--- src/rtl/branch_pkg.sv ---
// branch_pkg: shared compare opcodes, funct3/kind encodings, FSM states and funct3 decode.
package branch_pkg;
  localparam logic [5:0] CMP_EQ  = 6'b000001;
  localparam logic [5:0] CMP_NE  = 6'b000010;
  localparam logic [5:0] CMP_LT  = 6'b000100;
  localparam logic [5:0] CMP_LTU = 6'b001000;
  localparam logic [5:0] CMP_GE  = 6'b010000;
  localparam logic [5:0] CMP_GEU = 6'b100000;
  localparam logic [2:0] F3_BEQ  = 3'b000;
  localparam logic [2:0] F3_BNE  = 3'b001;
  localparam logic [2:0] F3_BLT  = 3'b100;
  localparam logic [2:0] F3_BGE  = 3'b101;
  localparam logic [2:0] F3_BLTU = 3'b110;
  localparam logic [2:0] F3_BGEU = 3'b111;
  localparam logic [1:0] KIND_BR   = 2'b00;
  localparam logic [1:0] KIND_JAL  = 2'b01;
  localparam logic [1:0] KIND_JALR = 2'b10;
  localparam logic [1:0] KIND_RSV  = 2'b11;
  typedef enum logic [1:0] {IDLE, RESOLVE, REDIRECT} state_t;
  function automatic logic [5:0] decode_f3(input logic [2:0] f3);
    return f3 == F3_BEQ  ? CMP_EQ  :
           f3 == F3_BNE  ? CMP_NE  :
           f3 == F3_BLT  ? CMP_LT  :
           f3 == F3_BLTU ? CMP_LTU :
           f3 == F3_BGE  ? CMP_GE  :
           f3 == F3_BGEU ? CMP_GEU : 6'b0;
  endfunction
endpackage

--- src/rtl/branch_unit_if.sv ---
// branch_unit_if: issue, fetch-redirect and result signals; BRANCH_PREDICT_EN adds prediction in/out.
interface branch_unit_if #(parameter int DW = 32);
  logic valid_i, ready_o, flush_i, redirect_valid_o, redirect_ready_i;
  logic done_o, taken_o, illegal_o, misalign_o;
  logic [1:0] kind_i;
  logic [2:0] funct3_i;
  logic [DW-1:0] pc_i, imm_i, rs1_i, rs2_i, redirect_pc_o, link_o;
`ifdef BRANCH_PREDICT_EN
  logic pred_taken_i, mispredict_o;
  modport slave (
    input valid_i, kind_i, funct3_i, pc_i, imm_i, rs1_i, rs2_i, flush_i, redirect_ready_i, pred_taken_i,
    output ready_o, redirect_valid_o, redirect_pc_o, done_o, taken_o, link_o, illegal_o, misalign_o, mispredict_o
  );
  modport master (
    output valid_i, kind_i, funct3_i, pc_i, imm_i, rs1_i, rs2_i, flush_i, redirect_ready_i, pred_taken_i,
    input ready_o, redirect_valid_o, redirect_pc_o, done_o, taken_o, link_o, illegal_o, misalign_o, mispredict_o
  );
`else
  modport slave (
    input valid_i, kind_i, funct3_i, pc_i, imm_i, rs1_i, rs2_i, flush_i, redirect_ready_i,
    output ready_o, redirect_valid_o, redirect_pc_o, done_o, taken_o, link_o, illegal_o, misalign_o
  );
  modport master (
    output valid_i, kind_i, funct3_i, pc_i, imm_i, rs1_i, rs2_i, flush_i, redirect_ready_i,
    input ready_o, redirect_valid_o, redirect_pc_o, done_o, taken_o, link_o, illegal_o, misalign_o
  );
`endif
endinterface

--- src/rtl/comparator.sv ---
// comparator: evaluates one one-hot compare opcode on two operands; opcode 0 yields 0.
module comparator
  import branch_pkg::*;
#(parameter int DW = 32) (
  input  logic [DW-1:0] a,
  input  logic [DW-1:0] b,
  input  logic [5:0]    op,
  output logic          res
);
  always_comb
    res = op == CMP_EQ  ? a == b :
          op == CMP_NE  ? a != b :
          op == CMP_LT  ? $signed(a) < $signed(b) :
          op == CMP_LTU ? a < b :
          op == CMP_GE  ? $signed(a) >= $signed(b) :
          op == CMP_GEU ? a >= b : 1'b0;
endmodule

--- src/rtl/branch_unit.sv ---
// branch_unit: RV32 branch/JAL/JALR resolve with handshaked fetch redirect.
// Optional BRANCH_PREDICT_EN: redirect only on mispredict, to target or pc+4.
module branch_unit
  import branch_pkg::*;
#(parameter int DW = 32) (
  input logic clk_i,
  input logic rst_i,
  branch_unit_if.slave bus
);
  state_t state, state_n;
  logic ready_q, done_q, taken_q, illegal_q, misalign_q;
  logic [1:0] kind_q;
  logic [2:0] f3_q;
  logic [5:0] op;
  logic [DW-1:0] pc_q, imm_q, rs1_q, rs2_q, link_q, rpc_q;
  logic accept, cmp, taken, illegal, misalign, need;
  logic [DW-1:0] target, link, rpc;
`ifdef BRANCH_PREDICT_EN
  logic pred_q, mispred_q, mispred;
`endif
  comparator #(.DW(DW)) u_cmp (.a(rs1_q), .b(rs2_q), .op(op), .res(cmp));
  always_comb begin
    op = decode_f3(f3_q);
    accept = state == IDLE && ready_q && bus.valid_i && !bus.flush_i;
    target = kind_q == KIND_JALR ? (rs1_q + imm_q) & ~DW'(1) : pc_q + imm_q;
    link = pc_q + DW'(4);
    illegal = kind_q == KIND_RSV || (kind_q == KIND_BR && op == 6'b0);
    taken = kind_q == KIND_BR ? cmp : !illegal;
    misalign = taken && target[1];
`ifdef BRANCH_PREDICT_EN
    mispred = taken != pred_q;
    need = mispred && !misalign;
    rpc = taken ? target : link;
`else
    need = taken && !misalign;
    rpc = target;
`endif
    state_n = bus.flush_i      ? IDLE :
              state == IDLE    ? (accept ? RESOLVE : IDLE) :
              state == RESOLVE ? (need ? REDIRECT : IDLE) :
              bus.redirect_ready_i ? IDLE : REDIRECT;
  end
  always_ff @(posedge clk_i or posedge rst_i) begin
    if (rst_i) begin
      state <= IDLE;
      ready_q <= 1'b0;
      done_q <= 1'b0;
      taken_q <= 1'b0;
      illegal_q <= 1'b0;
      misalign_q <= 1'b0;
      kind_q <= '0;
      f3_q <= '0;
      pc_q <= '0;
      imm_q <= '0;
      rs1_q <= '0;
      rs2_q <= '0;
      link_q <= '0;
      rpc_q <= '0;
`ifdef BRANCH_PREDICT_EN
      pred_q <= 1'b0;
      mispred_q <= 1'b0;
`endif
    end else begin
      state <= state_n;
      ready_q <= state_n == IDLE;
      done_q <= state == RESOLVE && !bus.flush_i && !need;
      if (accept) begin
        kind_q <= bus.kind_i;
        f3_q <= bus.funct3_i;
        pc_q <= bus.pc_i;
        imm_q <= bus.imm_i;
        rs1_q <= bus.rs1_i;
        rs2_q <= bus.rs2_i;
`ifdef BRANCH_PREDICT_EN
        pred_q <= bus.pred_taken_i;
`endif
      end
      if (state == RESOLVE) begin
        taken_q <= taken;
        illegal_q <= illegal;
        misalign_q <= misalign;
        link_q <= link;
        rpc_q <= rpc;
`ifdef BRANCH_PREDICT_EN
        mispred_q <= mispred;
`endif
      end
    end
  end
  assign bus.ready_o = ready_q;
  assign bus.redirect_valid_o = state == REDIRECT;
  assign bus.redirect_pc_o = rpc_q;
  // a redirected instruction completes in the very cycle fetch takes the redirect
  assign bus.done_o = done_q || (state == REDIRECT && bus.redirect_ready_i && !bus.flush_i);
  assign bus.taken_o = taken_q;
  assign bus.link_o = link_q;
  assign bus.illegal_o = illegal_q;
  assign bus.misalign_o = misalign_q;
`ifdef BRANCH_PREDICT_EN
  assign bus.mispredict_o = mispred_q;
`endif
endmodule

--- src/flat_wrapper.sv ---
// flat-port wrapper written by rule: the top's interface ports become plain ports
module branch_unit_flat import branch_pkg::*;
#(parameter int DW = 32)
  (clk_i, rst_i, bus_valid_i, bus_kind_i, bus_funct3_i, bus_pc_i, bus_imm_i, bus_rs1_i, bus_rs2_i, bus_flush_i, bus_redirect_ready_i, bus_ready_o, bus_redirect_valid_o, bus_redirect_pc_o, bus_done_o, bus_taken_o, bus_link_o, bus_illegal_o, bus_misalign_o);
  branch_unit_if #(.DW(DW)) bus_i ();
  input logic clk_i;
  input logic rst_i;
  input wire logic [$bits(bus_i.valid_i)-1:0] bus_valid_i;
  input wire logic [$bits(bus_i.kind_i)-1:0] bus_kind_i;
  input wire logic [$bits(bus_i.funct3_i)-1:0] bus_funct3_i;
  input wire logic [$bits(bus_i.pc_i)-1:0] bus_pc_i;
  input wire logic [$bits(bus_i.imm_i)-1:0] bus_imm_i;
  input wire logic [$bits(bus_i.rs1_i)-1:0] bus_rs1_i;
  input wire logic [$bits(bus_i.rs2_i)-1:0] bus_rs2_i;
  input wire logic [$bits(bus_i.flush_i)-1:0] bus_flush_i;
  input wire logic [$bits(bus_i.redirect_ready_i)-1:0] bus_redirect_ready_i;
  output wire logic [$bits(bus_i.ready_o)-1:0] bus_ready_o;
  output wire logic [$bits(bus_i.redirect_valid_o)-1:0] bus_redirect_valid_o;
  output wire logic [$bits(bus_i.redirect_pc_o)-1:0] bus_redirect_pc_o;
  output wire logic [$bits(bus_i.done_o)-1:0] bus_done_o;
  output wire logic [$bits(bus_i.taken_o)-1:0] bus_taken_o;
  output wire logic [$bits(bus_i.link_o)-1:0] bus_link_o;
  output wire logic [$bits(bus_i.illegal_o)-1:0] bus_illegal_o;
  output wire logic [$bits(bus_i.misalign_o)-1:0] bus_misalign_o;
  assign bus_i.valid_i = bus_valid_i;
  assign bus_i.kind_i = bus_kind_i;
  assign bus_i.funct3_i = bus_funct3_i;
  assign bus_i.pc_i = bus_pc_i;
  assign bus_i.imm_i = bus_imm_i;
  assign bus_i.rs1_i = bus_rs1_i;
  assign bus_i.rs2_i = bus_rs2_i;
  assign bus_i.flush_i = bus_flush_i;
  assign bus_i.redirect_ready_i = bus_redirect_ready_i;
  assign bus_ready_o = bus_i.ready_o;
  assign bus_redirect_valid_o = bus_i.redirect_valid_o;
  assign bus_redirect_pc_o = bus_i.redirect_pc_o;
  assign bus_done_o = bus_i.done_o;
  assign bus_taken_o = bus_i.taken_o;
  assign bus_link_o = bus_i.link_o;
  assign bus_illegal_o = bus_i.illegal_o;
  assign bus_misalign_o = bus_i.misalign_o;
  branch_unit #(.DW(DW)) u_core (.clk_i(clk_i), .rst_i(rst_i), .bus(bus_i));
endmodule
--- config.mk ---
export PLATFORM = sky130hd
export DESIGN_NAME = branch_unit_flat
export DESIGN_NICKNAME = d
export VERILOG_FILES = /design/src/rtl/branch_pkg.sv /design/src/rtl/branch_unit_if.sv /design/src/rtl/comparator.sv /design/src/rtl/branch_unit.sv /design/src/flat_wrapper.sv
export SDC_FILE = /design/constraint.sdc
export NUM_CORES = 1
export LEC_CHECK = 0
export ABC_AREA = 1
export ABC_CLOCK_PERIOD_IN_PS = 15400
export CAP_MARGIN = 15
export CORE_AREA = 2 2 205 207
export CTS_CLUSTER_SIZE = 28
export DETAILED_ROUTE_END_ITERATION = 7
export DIE_AREA = 0 0 207 209
export PLACE_DENSITY_LB_ADDON = 0.08
export REMOVE_ABC_BUFFERS = 1
export SETUP_SLACK_MARGIN = 0.2
export SLEW_MARGIN = 20
export SYNTH_ARGS = -nofsm -noshare
export SYNTH_HDL_FRONTEND = slang
export SYNTH_HIERARCHICAL = 1
export SYNTH_SLANG_ARGS = --single-unit
export TNS_END_PERCENT = 20
--- constraint.sdc ---
create_clock -name clk_i -period 15.4 [get_ports clk_i]
set_input_delay 3.08 -clock clk_i [delete_from_list [all_inputs] [get_ports clk_i]]
set_output_delay 3.08 -clock clk_i [all_outputs]
set_load 0.05 [all_outputs]
==> flow_metrics.tcl, run 1 <==
set metrics [dict create \
    remaining_drc_errors 0 \
    hp-class "flip-flop to flip-flop" \
    cts_buffers 24 \
    worst_slew_pin_slew_ns 0.993 \
    ys_top_cells_by_area "dfrtp_1, nand2_1, ha_1, inv_1, nor2_1" \
    post_cts_resized 0 \
    cts_max_path_buffers 3 \
    path_max_fanout 3 \
    p_per_area_nw_per_um2 203 \
    grt_pass1_wl_microns 74200 \
    crit_top_cell "clkdlybuf4s50_1" \
    r2r_setup_slack_ns 12.30 \
    clkPwrFrac_pct 16.4 \
    synth_cell_types 42 \
    syn-cell-area_sq_um 14300 \
    grt.total_usage_pct 21.5 \
    nets 2629 \
    ir_drop_mv 0.108 \
    viasPerCell 4.66 \
    p_sw_share_pct 50.0 \
    grt_pass1_vias 13722 \
    hpwl_microns 36300 \
    avgRoutedWirePerCell_microns 15.7 \
    clock.fmax_ghz 0.131 \
    fin_util_pct 42.9 \
    finalWirelength_microns 46400 \
    die_w_microns 207 \
    ys_warn_count 6 \
    drive_gt1_share_pct 3.23 \
    crit_chain "clkdlybuf4s50_1 > inv_1 > a31o_2 > clkdlybuf4s50_1" \
    netlist.top_cell.by_area "dfrtp_1" \
    p_int_mw 1.80 \
    synthFlopType "dfrtp_1" \
    dr.pass1.iters 5 \
    final-setup-viol-count 0 \
    syn_to_final_growth_pct 24.2 \
    hold_ws_ns 0.472 \
    grt-ovfl-total 0 \
    worstSkewPairLatency_ns 0.54 \
    num_antenna_cells 0 \
    rsz0062_at_grt "false" \
    fin_area_sq_um 17700 \
    final_common_cell "nand2_1" \
    placed_cell_area_sq_um 16900 \
    dieArea_sq_um 43300 \
    final_cells 2952 \
    routabilityCongestion 0.946 \
    clk_pin_slew_ns 0.06 \
    finClkSkew_ns 0.0156 \
    portBuffers 207 \
    min_period_ns 7.66 \
    seq_area_sq_um 5100 \
    synth-edff-count 0 \
    first_iter_violations 658 \
    cts_tree "done" \
    multi_input_area_sq_um 7790 \
    start_util_pct 34.5 \
    cp_slowest_cell "clkdlybuf4s50_1" \
    hold_violations 0 \
    placed_cells 2908 \
    netlist_instances 2200 \
    post_cts_buffers 0 \
    nFillCells 4432 \
    ys_ff_latch 204 \
    root_buffer "clkbuf_16" \
    setup_tns_ns 0 \
    endpoint_kind "primary output" \
    max_stage_delay_ns 0.69 \
    startpoint_type "input port" \
    drv_cap 0 \
    ant_nets 0 \
    htreeDepth 1 \
    coreArea_sq_um 41300 \
    crit_required_ns 12.32 \
    cts_sinks 204 \
    synth_top_cell_area_share_pct 35.8 \
    maxSlewViolCount 0 \
    p_sw_mw 1.80 \
    via_count 13769 \
    rows 75 \
    slew_headroom_pct 33.8 \
    die_y_microns 209 \
    power.share.combinational_pct 56.7 \
    fin_ws_ns 7.74 \
    fin_crit_sh_pct 49.7 \
    worstPathArrival_ns 4.58 \
    status "complete, no violations" \
    power_mw 3.60 \
    cts_hold_buffers 0 \
    p_leak_nw 9.63 \
    setup.worst_path.class "input port to primary output" \
    post-place-ws_ns 7.74 \
    ys_seq_area_share_pct 35.8 \
    ios 208 \
    power.share.sequential_pct 26.9 \
    async_reset_ff_share_pct 100 \
    postSynthAreaPerCell_sq_um 6.48 \
    grt_max_degree 92 \
    final_cell_mix "nand2_1, inv_1, clkdlybuf4s50_1" \
    antenna_found_initial 0 \
]
-- metal layers --
layer	vias to the layer above	GRT usage, %	share of wire, %	routed length [microns]
met5	-	0	0	0
met4	0	5.37	2.0	915
met3	53	2.06	3.9	1800
met2	283	36.5	47	21600
met1	6242	29.4	48	22100
li1	7191	-	-	-
-- layout make-up --
cell class | count | share of cell area, %
Multi-Input combinational cell | 1639 | 44.0
Tap cell | 539 | 3.81
Sequential cell | 204 | 28.8
Timing Repair Buffer | 216 | 12.1
Clock buffer | 35 | 4.08
Inverter | 310 | 6.63
Clock inverter | 9 | 0.558
-- registers in the layout (all words and copies together) (netlist names), 2 cells and up --
signal	cells
u_core/bus.redirect_pc_o	32
u_core/kind_q	2
u_core/f3_q	3
u_core/bus.link_o	32
u_core/state	2
u_core/imm_q	32
u_core/rs2_q	32
u_core/pc_q	32
u_core/rs1_q	32
-- power groups by stage --
stage | combinational (mW) | clock [mW] | sequential [mW]
floorplan | 1.16 | 0 | 1.18
global placement | 2.03 | 0 | 0.981
detailed placement | 2.05 | 0 | 0.983
CTS | 2.06 | 0.615 | 0.974
global route | 2.30 | 0.632 | 1.00
finish | 2.04 | 0.591 | 0.970
-- kinds of logic (layout without fill, tap and decap cells) --
family / count (synthesis) / count (layout) / synth area share, %
compound gates: 167 / 167 / 6.38
xor+xnor: 28 / 28 / 1.72
fa+ha+maj: 96 / 96 / 8.53
buf+inv: 357 / 570 / 9.54
flops: 204 / 204 / 35.8
simple gates: 1348 / 1348 / 38.0
-- worst max-delay path, delay by kind of cell --
kind                   cells  cell delay [ns]
buffers and inverters      3             1.27
AOI/OAI and AO/OA          1             0.23
-- worst paths after layout --
kind,depth (start not counted),startpoint,endpoint
setup / recovery,4,bus_flush_i,bus_done_o
hold / removal,2,u_core/bus.link_o[1],u_core/bus.link_o[1]
setup reg to reg,18,u_core/rs1_q[31],u_core/bus.ready_o
hold reg to reg,2,u_core/bus.link_o[1],u_core/bus.link_o[1]
max in group asynchronous,3,rst_i,u_core/rs1_q[30]
min in group asynchronous,2,rst_i,u_core/bus.link_o[4]
-- synthesized netlist by cell type (4+ instances only) --
cell type / number
buf_1: 6
nor3_1: 29
inv_1: 307
a31oi_1: 11
o21bai_1: 6
o31ai_1: 4
nand2_2: 4
nor2_2: 4
a21oi_1: 71
nand2_1: 1038
o21ai_0: 62
nand3b_1: 8
dfrtp_1: 204
ha_1: 94
nand4_1: 18
buf_2: 13
nor2_1: 134
xnor2_1: 10
xor2_1: 18
nand3_1: 92
clkbuf_1: 27
Power figures use the tool's default switching activity.
==> inputs of run 2 (changes only) <==
--- a/config.mk
+++ b/config.mk
@@ -6,7 +6,7 @@
 export NUM_CORES = 1
 export LEC_CHECK = 0
 export ABC_AREA = 1
-export ABC_CLOCK_PERIOD_IN_PS = 15400
+export ABC_CLOCK_PERIOD_IN_PS = 7900
 export CAP_MARGIN = 15
 export CORE_AREA = 2 2 205 207
 export CTS_CLUSTER_SIZE = 28
==> constraint.sdc (replaced) <==
create_clock -name clk_i -period 7.9 [get_ports clk_i]
set_input_delay 1.58 -clock clk_i [delete_from_list [all_inputs] [get_ports clk_i]]
set_output_delay 1.58 -clock clk_i [all_outputs]
set_load 0.05 [all_outputs]
==> run 2 against run 1 <==
Sequential cell count stayed put. Critical endpoint unchanged. Clock power rose by 91%. Global-route usage rose by 0.096 points. Critical path type unchanged. Setup slack got worse by 4.5 ns. Largest cell class unchanged. Largest power group unchanged. Clock-buffer cell count is 5 higher. Sequential power up 95%.
==> flow_metrics.tcl, run 2 (synthesis gave the netlist of run 1 again) <==
set metrics [dict create \
    hpwl_microns 36500 \
    path_max_fanout 3 \
    hp-class "flip-flop to flip-flop" \
    final_cells 2952 \
    p_leak_nw 9.62 \
    portBuffers 207 \
    cts_hold_buffers 0 \
    worstSkewPairLatency_ns 0.54 \
    worstPathArrival_ns 3.08 \
    cp_slowest_cell "clkdlybuf4s50_1" \
    worst_slew_pin_slew_ns 0.960 \
    grt_pass1_vias 13680 \
    final-setup-viol-count 0 \
    min_period_ns 4.66 \
    remaining_drc_errors 0 \
    post_cts_buffers 0 \
    clk_pin_slew_ns 0.05 \
    cts_sinks 204 \
    avgRoutedWirePerCell_microns 15.8 \
    finalWirelength_microns 46600 \
    r2r.worst_path.cells 18 \
    critPathTopFamily "buffers and inverters" \
    grt.total_usage_pct 21.6 \
    cts_max_path_buffers 3 \
    finClkSkew_ns 0.0102 \
    worstPathBufferInverterCount 3 \
    crit_required_ns 6.32 \
    holdPathEnd "u_core/rs2_q[10]" \
    clock.fmax_ghz 0.215 \
    root_buffer "clkbuf_16" \
    antenna_found_initial 1 \
    rsz0062_at_grt "false" \
    first_iter_violations 586 \
    drv_cap 0 \
    fin_crit_sh_pct 59.0 \
    final_cell_mix "nand2_1, inv_1, clkdlybuf4s50_1" \
    coreArea_sq_um 41300 \
    setup_tns_ns 0 \
    htreeDepth 1 \
    dr.pass1.iters 5 \
    ios 208 \
    syn_to_final_growth_pct 24.1 \
    die_y_microns 209 \
    die_w_microns 207 \
    endpoint_kind "primary output" \
    grt-ovfl-total 0 \
    startpoint_type "input port" \
    ant_nets 0 \
    crit_chain "clkdlybuf4s50_1 > inv_1 > a31o_2 > clkdlybuf4s50_1" \
    cts_buffers 25 \
    grt_max_degree 121 \
    nets 2630 \
    start_util_pct 34.5 \
    reg2reg_from "u_core/rs1_q[31]" \
    max_stage_delay_ns 0.69 \
    hp-start "u_core/rs2_q[10]" \
    hold_violations 0 \
    viasPerCell 4.69 \
    post_cts_resized 0 \
    rows 75 \
    maxSlewViolCount 0 \
    num_antenna_cells 0 \
    via_count 13831 \
    nFillCells 4427 \
    crit_top_cell "clkdlybuf4s50_1" \
    ir_drop_mv 0.140 \
    placed_cells 2908 \
    grt_pass1_wl_microns 74200 \
    drive_gt1_share_pct 3.11 \
    slew_headroom_pct 36.0 \
    dieArea_sq_um 43300 \
    routabilityCongestion 0.948 \
    status "complete, no violations" \
    cts_tree "done" \
    setup.worst_path.class "input port to primary output" \
    final_common_cell "nand2_1" \
    r2r_setup_slack_ns 4.83 \
    whs_path_depth 2 \
    p_per_area_nw_per_um2 396 \
    worst_r2r_endpoint "u_core/bus.ready_o" \
]
-- run 2: cell types whose count changed in the layout (fill, tap and decap cells not counted), sizes merged --
cell and delta:
bufinv -1, clkinvlp +1, clkinv -5, clkbuf +5
-- run 2: per-layer routing --
layer,part of all wire (%),global-route usage [%],wire length (microns),vias to the layer above
li1,-,-,-,7201
met2,47,36.6,21800,287
met3,4.0,2.34,1870,51
met4,1.7,4.88,811,0
met1,48,29.6,22200,6292
met5,0,0,0,-
-- run 2: how the worst max path moves through the flow --
stage          cells after the start   startpoint  slack (ns)              endpoint
3_3_place_gp                       4  bus_flush_i        3.25            bus_done_o
4_1_cts                            4  bus_flush_i        3.24            bus_done_o
2_1_floorplan                      1        rst_i        0.75  u_core/bus.illegal_o
3_5_place_dp                       4  bus_flush_i        3.25            bus_done_o
5_1_grt                            4  bus_flush_i        3.21            bus_done_o
6_report                           4  bus_flush_i        3.24            bus_done_o
-- run 2: final cells by class --
class,count,area (sq um),area share [%]
Sequential cell,204,5100,28.8
Timing Repair Buffer,216,2140,12.1
Clock inverter,4,47.5,0.269
Inverter,310,1170,6.63
Multi-Input combinational cell,1639,7790,44.0
Clock buffer,40,762,4.31
Tap cell,539,674,3.81
-- run 2: through the flow --
| stage | hold WS, ns | total power, mW | setup WS, ns | area, sq um | util, % |
|---|---|---|---|---|---|
| floorplan | 0.449 | 4.56 | 0.753 | 14100 | - |
| detailed placement | 0.465 | 5.92 | 3.25 | 16900 | 40.9 |
| global route | 0.491 | 7.67 | 3.21 | 17700 | 42.9 |
| CTS | 0.482 | 7.09 | 3.24 | 17700 | 42.9 |
| finish | 0.474 | 7.02 | 3.24 | 17700 | 42.9 |
| global placement | 0.459 | 5.89 | 3.25 | 16900 | 40.9 |
-- run 2: power by group --
group	switching [mW]	leakage [nW]	internal, mW
Combinational	2.63	6.69	1.37
Clock	0.443	0.396	0.686
Sequential	0.446	2.53	1.45
Total	3.52	9.62	3.50
-- run 2: tightest hold or removal path, cell delays in order (launching register included) --
cell	delay (ns)
dfrtp_1	0.34
nand2_1	0.05
nand2_1	0.05
==> inputs of run 3 (changes only) <==
--- a/config.mk
+++ b/config.mk
@@ -6,7 +6,7 @@
 export NUM_CORES = 1
 export LEC_CHECK = 0
 export ABC_AREA = 1
-export ABC_CLOCK_PERIOD_IN_PS = 7900
+export ABC_CLOCK_PERIOD_IN_PS = 3900
 export CAP_MARGIN = 15
 export CORE_AREA = 2 2 205 207
 export CTS_CLUSTER_SIZE = 28
==> constraint.sdc (replaced) <==
create_clock -name clk_i -period 3.9 [get_ports clk_i]
set_input_delay 0.78 -clock clk_i [delete_from_list [all_inputs] [get_ports clk_i]]
set_output_delay 0.78 -clock clk_i [all_outputs]
set_load 0.05 [all_outputs]
==> run 3 against run 2 <==
Cell area increased by 0.67%. Setup slack worse by 2.4 ns. Sequential share of layout area shrank 0.19 points. Register-to-register slack got worse by 3.8 ns. Critical endpoint unchanged. Largest cell class unchanged.
==> flow_metrics.tcl, run 3 (synthesis gave the netlist of run 1 again) <==
set metrics [dict create \
    status "complete, no violations" \
    multi_input_area_sq_um 7790 \
    r2r.worst_path.cells 18 \
    worstPathBufferInverterCount 3 \
    slew_headroom_pct 47.6 \
    cp_num_cells 4 \
    startpoint_type "input port" \
    p_leak_nw 9.68 \
    grt.total_usage_pct 21.8 \
    die_y_microns 209 \
    finalWirelength_microns 46700 \
    min_period_ns 3.06 \
    drv_cap 0 \
    ir_drop_mv 0.322 \
    dr.pass1.iters 7 \
    startpoint "bus_flush_i" \
    htreeDepth 1 \
    placed_cells 2910 \
    reg2reg_from "u_core/rs1_q[31]" \
    viasPerCell 4.66 \
    rows 75 \
    crit_required_ns 3.12 \
    hold_violations 0 \
    num_antenna_cells 0 \
    worstPathArrival_ns 2.28 \
    hp-class "flip-flop to flip-flop" \
    maxSlewViolCount 0 \
    max_stage_delay_ns 0.69 \
    worst_r2r_endpoint "u_core/bus.ready_o" \
    final-setup-viol-count 0 \
    post_cts_buffers 0 \
    cts_max_path_buffers 3 \
    start_util_pct 34.5 \
    fin_crit_sh_pct 78.5 \
    endpoint_kind "primary output" \
    crit_top_cell "clkdlybuf4s50_1" \
    drive_gt1_share_pct 3.43 \
    cts_tree "done" \
    grt_pass1_wl_microns 74800 \
    root_buffer "clkbuf_16" \
    critPathTopFamily "buffers and inverters" \
    avgRoutedWirePerCell_microns 15.8 \
    nFillCells 4420 \
    r2r_setup_slack_ns 1.04 \
    post_cts_resized 0 \
    grt_max_degree 117 \
    worst_slew_pin_slew_ns 0.787 \
    rsz0062_at_grt "false" \
    cp_slowest_cell "clkdlybuf4s50_1" \
    syn_to_final_growth_pct 25.0 \
    dieArea_sq_um 43300 \
    cts_sinks 204 \
    cts_buffers 25 \
    endpoint "bus_done_o" \
    fin_ws_ns 0.837 \
    clock.fmax_ghz 0.326 \
    remaining_drc_errors 0 \
    die_w_microns 207 \
    portBuffers 207 \
    antenna_found_initial 1 \
    setup.worst_path.class "input port to primary output" \
    path_max_fanout 3 \
    finClkSkew_ns 0.0121 \
    first_iter_violations 673 \
    grt_pass1_vias 13765 \
    via_count 13779 \
    final_cell_mix "nand2_1, inv_1, clkdlybuf4s50_1" \
    clk_pin_slew_ns 0.06 \
    coreArea_sq_um 41300 \
    p_per_area_nw_per_um2 805 \
    whs_path_depth 2 \
    post-place-ws_ns 0.840 \
    ios 208 \
    seq_area_sq_um 5100 \
    ant_nets 0 \
    grt-ovfl-total 0 \
    worstSkewPairLatency_ns 0.55 \
    final_cells 2956 \
    cts_hold_buffers 0 \
    nets 2632 \
    routabilityCongestion 0.888 \
    hpwl_microns 36900 \
    crit_chain "clkdlybuf4s50_1 > inv_1 > a31o_2 > clkdlybuf4s50_1" \
    final_common_cell "nand2_1" \
]
run 3: changes by cell type in the layout (fill, tap and decap cells not counted):
cell	delta
clkbuf_1	-4
buf_4	-3
buf_12	+5
bufinv_16	+1
clkinv_2	+5
inv_6	+1
clkinvlp_4	-1
run 3: per-layer routing:
layer	part of all wire, %	global-route usage, %	vias to the layer above
li1	-	-	7212
met1	47	29.2	6262
met2	46	37.0	247
met3	4.3	2.83	58
met4	2.5	5.89	0
met5	0	0	-
run 3: how the worst min path moves through the flow:
stage                     startpoint                     to  slack (ns)
6_report        u_core/bus.link_o[0]   u_core/bus.link_o[0]        0.48
5_1_grt        u_core/bus.link_o[22]  u_core/bus.link_o[22]        0.50
4_1_cts             u_core/rs2_q[14]       u_core/rs2_q[14]        0.48
3_5_place_dp        u_core/rs2_q[14]       u_core/rs2_q[14]        0.46
3_3_place_gp    u_core/bus.link_o[1]   u_core/bus.link_o[1]        0.46
2_1_floorplan       u_core/rs2_q[10]       u_core/rs2_q[10]        0.45
run 3: per-stage QoR:
stage	hold WS (ns)	utilization (%)	cell area [sq um]	setup TNS (ns)	power [mW]
floorplan	0.449	-	14100	-770.63	9.24
global placement	0.462	41.1	17000	0	12.0
detailed placement	0.465	41.1	17000	0	12.0
CTS	0.480	43.1	17800	0	14.5
global route	0.499	43.1	17800	0	15.7
finish	0.478	43.1	17800	0	14.3
run 3: layout make-up:
cell class	instances	share of cell area, %
Clock buffer	36	4.19
Clock inverter	10	0.583
Inverter	310	6.59
Multi-Input combinational cell	1639	43.8
Sequential cell	204	28.7
Tap cell	539	3.79
Timing Repair Buffer	218	12.4
run 3: worst reg2reg max path: cells and delay by family (launching register included):
| family | cells | cell delay (ns) |
|---|---|---|
| and+or+nand+nor | 15 | 1.77 |
| adders and majority gates | 1 | 0.38 |
| DFF | 1 | 0.40 |
| AOI/OAI and AO/OA | 2 | 0.26 |
run 3: power by group:
group	switching, mW	leakage, nW	internal (mW)
logic	5.34	6.72	2.78
registers	0.895	2.53	2.93
clock network	0.941	0.429	1.46
total	7.18	9.68	7.17
